### src/rtl/audio_tone_sequencer.sv
// Audio tone sequencer: plays entries of a writable note table as a square wave with a duty hint.
// Define AUDIO_TONE_DECAY_EN to make the duty hint decay by one step per tick during each note.
module audio_tone_sequencer #(
  parameter int SYSTEM_FREQ = 100000000,
  parameter int TICK_CYCLES = 100000,
  parameter int DEPTH       = 16,
  parameter int HALF_W      = 20,
  parameter int DUR_W       = 12,
  parameter int GAP_TICKS   = 10,
  parameter int DUTY_ON     = 100,
  localparam int AW         = $clog2(DEPTH)
) (
  input  logic              clk,
  input  logic              rst_n,
  input  logic              wr_en,
  input  logic [AW-1:0]     wr_addr,
  input  logic [HALF_W-1:0] wr_half,
  input  logic [DUR_W-1:0]  wr_dur,
  input  logic              start,
  input  logic [AW:0]       len,
  input  logic              abort,
  output logic              busy,
  output logic              done,
  output logic              tone_out,
  output logic [6:0]        duty_cycle,
  output logic              audio_en
);

  localparam int TW = (TICK_CYCLES > 1) ? $clog2(TICK_CYCLES) : 1;
  localparam int GW = (GAP_TICKS > 1) ? $clog2(GAP_TICKS) : 1;
  localparam int NW = (DUR_W > GW) ? DUR_W : GW;
  localparam logic [TW-1:0] TICK_LAST = TW'(TICK_CYCLES - 1);
  localparam logic [NW-1:0] GAP_LAST  = NW'((GAP_TICKS > 0) ? GAP_TICKS - 1 : 0);
  localparam bit            GAP_ZERO  = (GAP_TICKS == 0);
  localparam logic [AW:0]   DEPTH_LEN = (AW+1)'(DEPTH);
  localparam logic [6:0]    DUTY_VAL  = 7'(DUTY_ON);
  localparam logic [AW-1:0] IDX_ONE   = {{(AW-1){1'b0}}, 1'b1};

  typedef enum logic [1:0] {
    IDLE = 2'd0,
    LOAD = 2'd1,
    PLAY = 2'd2,
    GAP  = 2'd3
  } state_t;

  state_t            state_r;
  logic [AW-1:0]     idx_r;
  logic [AW:0]       len_r;
  logic [HALF_W-1:0] cur_half_r;
  logic [NW-1:0]     cur_last_r;
  logic [HALF_W-1:0] half_cnt_r;
  logic [TW-1:0]     tick_cnt_r;
  logic [NW-1:0]     tick_num_r;
  logic              busy_r;
  logic              done_r;
  logic              tone_r;
  logic [6:0]        duty_r;

  logic [HALF_W-1:0] half_mem_r [DEPTH];
  logic [DUR_W-1:0]  dur_mem_r  [DEPTH];

  logic              half_wrap_s;
  logic              tick_wrap_s;
  logic              play_end_s;
  logic              gap_end_s;
  logic              tone_nxt_s;
  logic              last_note_s;
  logic [DUR_W-1:0]  ld_dur_s;
  logic [NW-1:0]     ld_last_s;
  logic [AW:0]       len_clamp_s;
  logic [6:0]        level_s;

  // Note table: written only while idle; deliberately not cleared by reset.
  always_ff @(posedge clk) begin
    if (rst_n && wr_en && (state_r == IDLE)) begin
      half_mem_r[wr_addr] <= wr_half;
      dur_mem_r[wr_addr]  <= wr_dur;
    end
  end

  // Counter wrap detection, next tone level and per-note decode.
  always_comb begin
    half_wrap_s = (half_cnt_r == cur_half_r);
    tick_wrap_s = (tick_cnt_r == TICK_LAST);
    play_end_s  = tick_wrap_s && (tick_num_r == cur_last_r);
    if (GAP_ZERO) begin
      gap_end_s = 1'b1;
    end else begin
      gap_end_s = tick_wrap_s && (tick_num_r == GAP_LAST);
    end
    if (cur_half_r == {HALF_W{1'b0}}) begin
      tone_nxt_s = 1'b0;
    end else if (half_wrap_s) begin
      tone_nxt_s = ~tone_r;
    end else begin
      tone_nxt_s = tone_r;
    end
    last_note_s = (({1'b0, idx_r} + {{AW{1'b0}}, 1'b1}) == len_r);
    ld_dur_s    = dur_mem_r[idx_r];
    // A zero duration plays as one tick, so both encode a last-tick index of 0.
    if (ld_dur_s == {DUR_W{1'b0}}) begin
      ld_last_s = {NW{1'b0}};
    end else begin
      ld_last_s = NW'(ld_dur_s) - {{(NW-1){1'b0}}, 1'b1};
    end
    if (len > DEPTH_LEN) begin
      len_clamp_s = DEPTH_LEN;
    end else begin
      len_clamp_s = len;
    end
  end

`ifdef AUDIO_TONE_DECAY_EN
  logic [6:0] amp_r;
  logic [6:0] amp_nxt_s;

  // Envelope amplitude after this cycle's tick boundary, floored at zero.
  always_comb begin
    if (tick_wrap_s && (amp_r != 7'd0)) begin
      amp_nxt_s = amp_r - 7'd1;
    end else begin
      amp_nxt_s = amp_r;
    end
    level_s = amp_nxt_s;
  end

  // Envelope register: restarts at full level for each note, decays only while playing.
  always_ff @(posedge clk) begin
    if (!rst_n) begin
      amp_r <= 7'd0;
    end else if (state_r == LOAD) begin
      amp_r <= DUTY_VAL;
    end else if (state_r == PLAY) begin
      amp_r <= amp_nxt_s;
    end else begin
      amp_r <= amp_r;
    end
  end
`else
  assign level_s = DUTY_VAL;
`endif

  // Sequencer FSM with all outputs registered; abort and reset return to a silent idle.
  always_ff @(posedge clk) begin
    if (!rst_n || abort) begin
      state_r    <= IDLE;
      idx_r      <= {AW{1'b0}};
      len_r      <= {(AW+1){1'b0}};
      cur_half_r <= {HALF_W{1'b0}};
      cur_last_r <= {NW{1'b0}};
      half_cnt_r <= {HALF_W{1'b0}};
      tick_cnt_r <= {TW{1'b0}};
      tick_num_r <= {NW{1'b0}};
      busy_r     <= 1'b0;
      done_r     <= 1'b0;
      tone_r     <= 1'b0;
      duty_r     <= 7'd0;
    end else begin
      done_r <= 1'b0;
      case (state_r)
        IDLE: begin
          if (start && (len == {(AW+1){1'b0}})) begin
            done_r <= 1'b1;
          end else if (start) begin
            state_r <= LOAD;
            busy_r  <= 1'b1;
            idx_r   <= {AW{1'b0}};
            len_r   <= len_clamp_s;
          end else begin
            state_r <= IDLE;
          end
        end
        LOAD: begin
          cur_half_r <= half_mem_r[idx_r];
          cur_last_r <= ld_last_s;
          half_cnt_r <= {HALF_W{1'b0}};
          tick_cnt_r <= {TW{1'b0}};
          tick_num_r <= {NW{1'b0}};
          tone_r     <= 1'b0;
          duty_r     <= 7'd0;
          state_r    <= PLAY;
        end
        PLAY: begin
          if (tick_wrap_s) begin
            tick_cnt_r <= {TW{1'b0}};
          end else begin
            tick_cnt_r <= tick_cnt_r + TW'(1);
          end
          if (play_end_s) begin
            state_r    <= GAP;
            tick_num_r <= {NW{1'b0}};
            half_cnt_r <= {HALF_W{1'b0}};
            tone_r     <= 1'b0;
            duty_r     <= 7'd0;
          end else begin
            if (tick_wrap_s) begin
              tick_num_r <= tick_num_r + NW'(1);
            end
            if (half_wrap_s) begin
              half_cnt_r <= {HALF_W{1'b0}};
            end else begin
              half_cnt_r <= half_cnt_r + HALF_W'(1);
            end
            tone_r <= tone_nxt_s;
            duty_r <= tone_nxt_s ? level_s : 7'd0;
          end
        end
        GAP: begin
          if (gap_end_s) begin
            tick_cnt_r <= {TW{1'b0}};
            tick_num_r <= {NW{1'b0}};
            if (last_note_s) begin
              state_r <= IDLE;
              busy_r  <= 1'b0;
              done_r  <= 1'b1;
              idx_r   <= {AW{1'b0}};
            end else begin
              state_r <= LOAD;
              idx_r   <= idx_r + IDX_ONE;
            end
          end else begin
            if (tick_wrap_s) begin
              tick_cnt_r <= {TW{1'b0}};
              tick_num_r <= tick_num_r + NW'(1);
            end else begin
              tick_cnt_r <= tick_cnt_r + TW'(1);
            end
          end
        end
        default: begin
          state_r <= IDLE;
          busy_r  <= 1'b0;
          tone_r  <= 1'b0;
          duty_r  <= 7'd0;
        end
      endcase
    end
  end

  assign busy       = busy_r;
  assign done       = done_r;
  assign tone_out   = tone_r;
  assign duty_cycle = duty_r;
  assign audio_en   = 1'b1;

endmodule

### config.mk
export PLATFORM = sky130hd
export DESIGN_NAME = audio_tone_sequencer
export DESIGN_NICKNAME = d
export VERILOG_FILES = /design/src/rtl/audio_tone_sequencer.sv
export SDC_FILE = /design/constraint.sdc
export NUM_CORES = 1
export LEC_CHECK = 0
export CELL_PAD_IN_SITES_DETAIL_PLACEMENT = 1
export CELL_PAD_IN_SITES_GLOBAL_PLACEMENT = 1
export CORE_MARGIN = 3
export CORE_UTILIZATION = 58
export DETAILED_ROUTE_END_ITERATION = 7
export GPL_ROUTABILITY_DRIVEN = 0
export PLACE_DENSITY = 0.91
export SLEW_MARGIN = 20
export SYNTH_ARGS = -nofsm -noshare
export SYNTH_HDL_FRONTEND = slang
export SYNTH_SLANG_ARGS = --single-unit
### constraint.sdc
create_clock -name clk -period 11.7 [get_ports clk]
set_input_delay 1.755 -clock clk [delete_from_list [all_inputs] [get_ports clk]]
set_output_delay 1.755 -clock clk [all_outputs]
set_load 0.01 [all_outputs]
## After elaboration in Yosys (flattened, before gate mapping)

Memories as Yosys holds them, arrays and structs flattened. A register that Yosys moved wholly into a read port is not among the register bits.
Index checks and enable logic that the tools add are counted.

| cells by class | value |
|---|---|
| eq/ne operators | 13 |
| muxes and demuxes | 43 |
| add/sub/neg operators | 6 |
| order comparisons | 1 |
| bitwise gates (word level) | 2 |
| reductions and logical operators | 18 |

Operators by type and width:

| kind | number |
|---|---|
| $pmux W17 S3 | 1 |
| $mux W12 | 4 |
| $mux W20 | 2 |
| $pmux W20 S2 | 1 |
| $pmux W12 S3 | 1 |
| $mux W17 | 2 |
| $mux W4 | 6 |
| $add A20 B1 Y20 const B | 1 |
| $eq A20 B20 Y1 | 1 |
| $logic_not A20 Y1 | 1 |
| $add A17 B1 Y17 const B | 1 |
| $eq A17 B17 Y1 const B | 1 |
| $mux W1 | 14 |
| $mux W7 | 2 |
| $pmux W7 S2 | 1 |
| $add A12 B1 Y12 const B | 1 |
| $eq A12 B12 Y1 | 1 |
| $eq A12 B4 Y1 const B | 1 |
| $logic_not A12 Y1 | 1 |
| $sub A12 B1 Y12 const B | 1 |
| $ne A2 B2 Y1 const B | 5 |
| $pmux W2 S4 | 1 |
| $pmux W4 S2 | 1 |
| $mux W2 | 3 |
| 19 further kinds | 29 |

| word-level totals | value |
|---|---|
| logic and storage cells | 96 |
| register bits after elaboration | 82 |
| bits of input ports | 46 |
| bits in writable memories | 512 |
| memories kept | 2 |

Memory list:

| memory | words | bits a word | read ports | clocked after Yosys merged registers in | wr ports | line | RTL |
|---|---|---|---|---|---|---|---|
| half_mem_r | 16 | 20 | 1 | 1 | 1 | 59 | `logic [HALF_W-1:0] half_mem_r [DEPTH];` |
| dur_mem_r | 16 | 12 | 1 | 1 | 1 | 60 | `logic [DUR_W-1:0] dur_mem_r [DEPTH];` |

## Longest topological paths before layout

| depth | value |
|---|---|
| word-level depth | 7 |
| gate-level depth with buffers | 13 |

## Worst setup path before layout

OpenSTA, ideal clock, no wires.

| timing path | value |
|---|---|
| path type | input to register |
| start point | in rst_n |
| end point | mem dur_mem_r[0][0] (enable) |
| setup time | 0.461 ns |
| arrival | 4.433 ns |
| setup slack | 6.805 ns |
| stages on the path | 3 |
| cell sequence | nand3_1 > or3_1 > nor3_1 |

| on the way | value |
|---|---|
| word-level cells in the longest chain between the ends | 4 |

Ends and longest elaborated chain:

| item | line | RTL |
|---|---|---|
| start, declared | 14 | `input logic rst_n,` |
| $logic_and A1 B1 Y1 (2 in a row) | 75 | `if (rst_n && wr_en && (state_r == IDLE)) begin` |
| $mux W1 | 75 |  |
| $mux W1 (not written as such) | 77 | `dur_mem_r[wr_addr] <= wr_dur;` |
| end, declared | 60 |  |

No other way between the ends.

==> reports/results.tsv <==
stage	metric	value	unit
cts	CTS H-tree depth	2	
sta	Worst-Margin Slew	1.22	ns
synthesis	Commonest cells post-synth	512 x edfxtp_1, 143 x mux4_2, 100 x nor2_1	
placed_design	Placed Cells	1916	
floorplan	Core Box Area	41100	sq um
sta	Post-Route Setup TNS	0	ns
power	Pleak	8.59	nW
drt	vias per cell	6.68	
cts	worst skew pair latency	0.65	ns
power	VDD IR-drop max	0.136	mV
floorplan	Die ar.	44500	sq um
critical_path	worst setup path class	flop to flop	
drt	DR WL/cell	31.9	microns
placed_design	HPWL Detailed	35300	microns
status	outcome	finished, final reports clean	
cts	# resized after CTS	0	
cts	CTS tree	built	
cts	Hold-fix buffers, CTS	0	
critical_path	slowest stage cell, crit path	buf_4	
finish	Final Util	0.674	
floorplan	Die Y-Extent	211	microns
drt	ANT nets after route	0	
synthesis	Mapped Area	24300	sq um
cts	Num CTS Buffers	59	
critical_path	worst path required time	12.20	ns
critical_path	critical-path maximum fanout	34	
finish	Layout Cells excl Fill	2035	
synthesis	Synth top area share	0.631	
synthesis	Post-synth EDFFs	512	
floorplan	Starting Density	0.592	
sta	final count of negative-setup-slack endpoints	0	
critical_path	crit start category	flop	
cts	setup repair bufs after CTS	0	
critical_path	crit-path cells	buf_4 > mux4_2 > a22oi_1 > nand3_1 > or2_2 > or3_1 > or4_1 > and3_1 > a22o_1	
synthesis	Yosys Warn Count	0	
global_routing	GRT overflow	0	
critical_path	crit path DAT	5.02	ns
synthesis	Most used DFF post-synth	edfxtp_1	
finish	NumNets Final	1511	
critical_path	CP max stage delay	0.64	ns
job	Max-Cap Viols	0	
power	Power Dens Cells	160	nW/um^2
synthesis	post-synthesis compound-gate area fraction	0.0342	
synthesis	Post-Synth Adder-Cell Area	0.00617	
floorplan	# rows	74	
synthesis	synth unique cells	53	
global_routing	first-pass GRT wire length	92600	microns
drt	Vias	13600	
cts	CTS clk-pin slew, worst paths	0.05	ns
drt	drt drc	0	
drt	first-pass detailed-route iteration total	5	
critical_path	crit path capture type	flop	
cts	clock root cell	clkbuf_16	
global_routing	Total GRT Usage	0.284	
sta	Final Hold Fails	0	
synthesis	post-synthesis cell count	1381	
sta	fmax	0.221	GHz
cts	deepest clock path buffer count	3	
synthesis	Post-Synth Simple-Gate Area	0.0605	
cts	Sinks on Clock Net	611	
sta	Final Skew	0.0440	ns
floorplan	io pins	57	
sta	fin crit period	4.52	ns
synthesis	Post-Synth XOR/XNOR Area	0.0219	
floorplan	Die X	211	microns
global_routing	pin count of the biggest net entering global routing	60	
drt	Iter 0 DRT Violations	1941	
global_routing	vias in the first global route	14200	
synthesis	asr flop ratio synth	0	
sta	Slew Viols, Final	0	
power	power consumption	4.45	mW
synthesis	synth top area cells	edfxtp_1 63%, mux4_2 13%, dfxtp_1 8.1%, mux2i_1 1.6%, nor2_1 1.5%	
sta	RSZ-0062 raised after global routing	no	
finish	Syn-to-layout area delta	13.9	%
finish	Filler Cell Count	3405	
synthesis	post-synthesis mux area share	0.148	
synthesis	cell with the most instances after synthesis	edfxtp_1	
synthesis	Synth Register Bits	611	
global_routing	initial antenna violation count	2	
finish	layout cell share with drive strength beyond 1	0.190	
synthesis	register area share after synthesis	0.713	
min_path	Min-Delay Path Class	flop to flop	
drt	final wirelength	64900	microns
sta	max_slew headroom	0.180	
sta	crit share post-route	0.386	
placed_design	input/output buffers	51	
synthesis	post-synthesis cell type with the largest combined area	edfxtp_1	
synthesis	largest family of logic cells by synthesized area	multiplexers	
synthesis	Avg Inst Size Synth	17.6	sq um
flip-flops by register name, indices dropped and copies added (netlist names), 2 cells and up, named ones only:
name and flops:
dur_mem_r 192, cur_half_r 20, tick_cnt_r 17, cur_last_r 12, half_mem_r 320, len_r 5
tick_num_r 12, half_cnt_r 20, idx_r 4, state_r 2
per-layer routing:
| metal | vias up | track usage | share of wire | routed length, microns |
|---|---|---|---|---|
| met3 | 133 | 0.0582 | 0.082 | 5320 |
| met5 | - | 0 | 0.00018 | 12 |
| li1 | 5648 | - | - | - |
| met1 | 7048 | 0.382 | 0.38 | 24600 |
| met2 | 754 | 0.478 | 0.51 | 32900 |
| met4 | 2 | 0.0815 | 0.032 | 2050 |
per-stage QoR:
stage | instance area [sq um] | hold slack (ns) | setup slack [ns]
6_report | 27700 | 0.492 | 7.18
5_1_grt | 27700 | 0.530 | 7.01
4_1_cts | 27500 | 0.492 | 7.22
3_5_place_dp | 25600 | 0.482 | 6.77
3_3_place_gp | 25500 | 0.465 | 7.07
2_1_floorplan | 24400 | 0.453 | 6.81
power breakdown:
group	switching (mW)	leakage, nW	internal [mW]	total [mW]
logic	0.0689	2.24	0.0305	0.0994
clock network	0.877	0.941	1.10	1.97
registers	0.00662	5.41	2.37	2.38
total	0.953	8.59	3.50	4.45
layout by cell type, fill, tap and decap left out, types with 14 or more instances in the layout:
cell / netlist / routed
nand4_1: 14 / 14
mux2i_1: 38 / 38
xnor2_1: 37 / 37
o21ai_0: 56 / 56
nor2_1: 100 / 87
nand2b_1: 16 / 15
xor2_1: 24 / 24
and3_1: 19 / 19
dfxtp_1: 99 / 95
edfxtp_1: 512 / 512
nand3_1: 27 / 27
nand2_1: 34 / 34
clkbuf_1: 39 / 15
mux4_2: 143 / 143
clkdlybuf4s50_1: 0 / 51
buf_4: 8 / 17
clkbuf_16: 0 / 60
nor3_1: 19 / 15
a21oi_1: 27 / 27
inv_1: 16 / 16
area by class of cell:
type / count / area (sq um) / area share
sequential: 611 / 17400 / 0.626
multi-input combinational: 686 / 6750 / 0.243
clock buffer: 77 / 1590 / 0.0572
timing repair buffer: 79 / 925 / 0.0333
tap: 532 / 666 / 0.0240
clock inverter: 33 / 373 / 0.0134
inverter: 16 / 60.1 / 0.00217
antenna: 1 / 2.50 / 0.0000903
kinds of logic (layout without fill, tap and decap cells):
kind of cell | count (synthesis) | count (layout)
fa+ha+maj | 12 | 12
xor+xnor | 61 | 61
flops | 611 | 611
mux | 182 | 182
buf+inv | 87 | 205
simple gates | 290 | 290
compound gates | 136 | 136
other cells | 2 | 6
worst paths after layout:
check	startpoint	endpoint	slack, ns	cells after the start
max reg2reg	flop	cur_last_r[0]$_SDFFE_PP0N_	7.18	9
max	flop	cur_last_r[0]$_SDFFE_PP0N_	7.18	9
min	tick_cnt_r[10]$_SDFFE_PP0P_	tick_cnt_r[10]$_SDFFE_PP0P_	0.49	2
min reg2reg	tick_cnt_r[10]$_SDFFE_PP0P_	tick_cnt_r[10]$_SDFFE_PP0P_	0.49	2
worst max-delay path, delay by kind of cell, from the launching register on:
| kind | cells | cell delay, ns |
|---|---|---|
| simple gates | 5 | 1.88 |
| flops | 1 | 0.63 |
| compound gates | 2 | 0.58 |
| mux | 1 | 0.62 |
| buf+inv | 1 | 0.64 |
(Power assumes the default switching activity.)
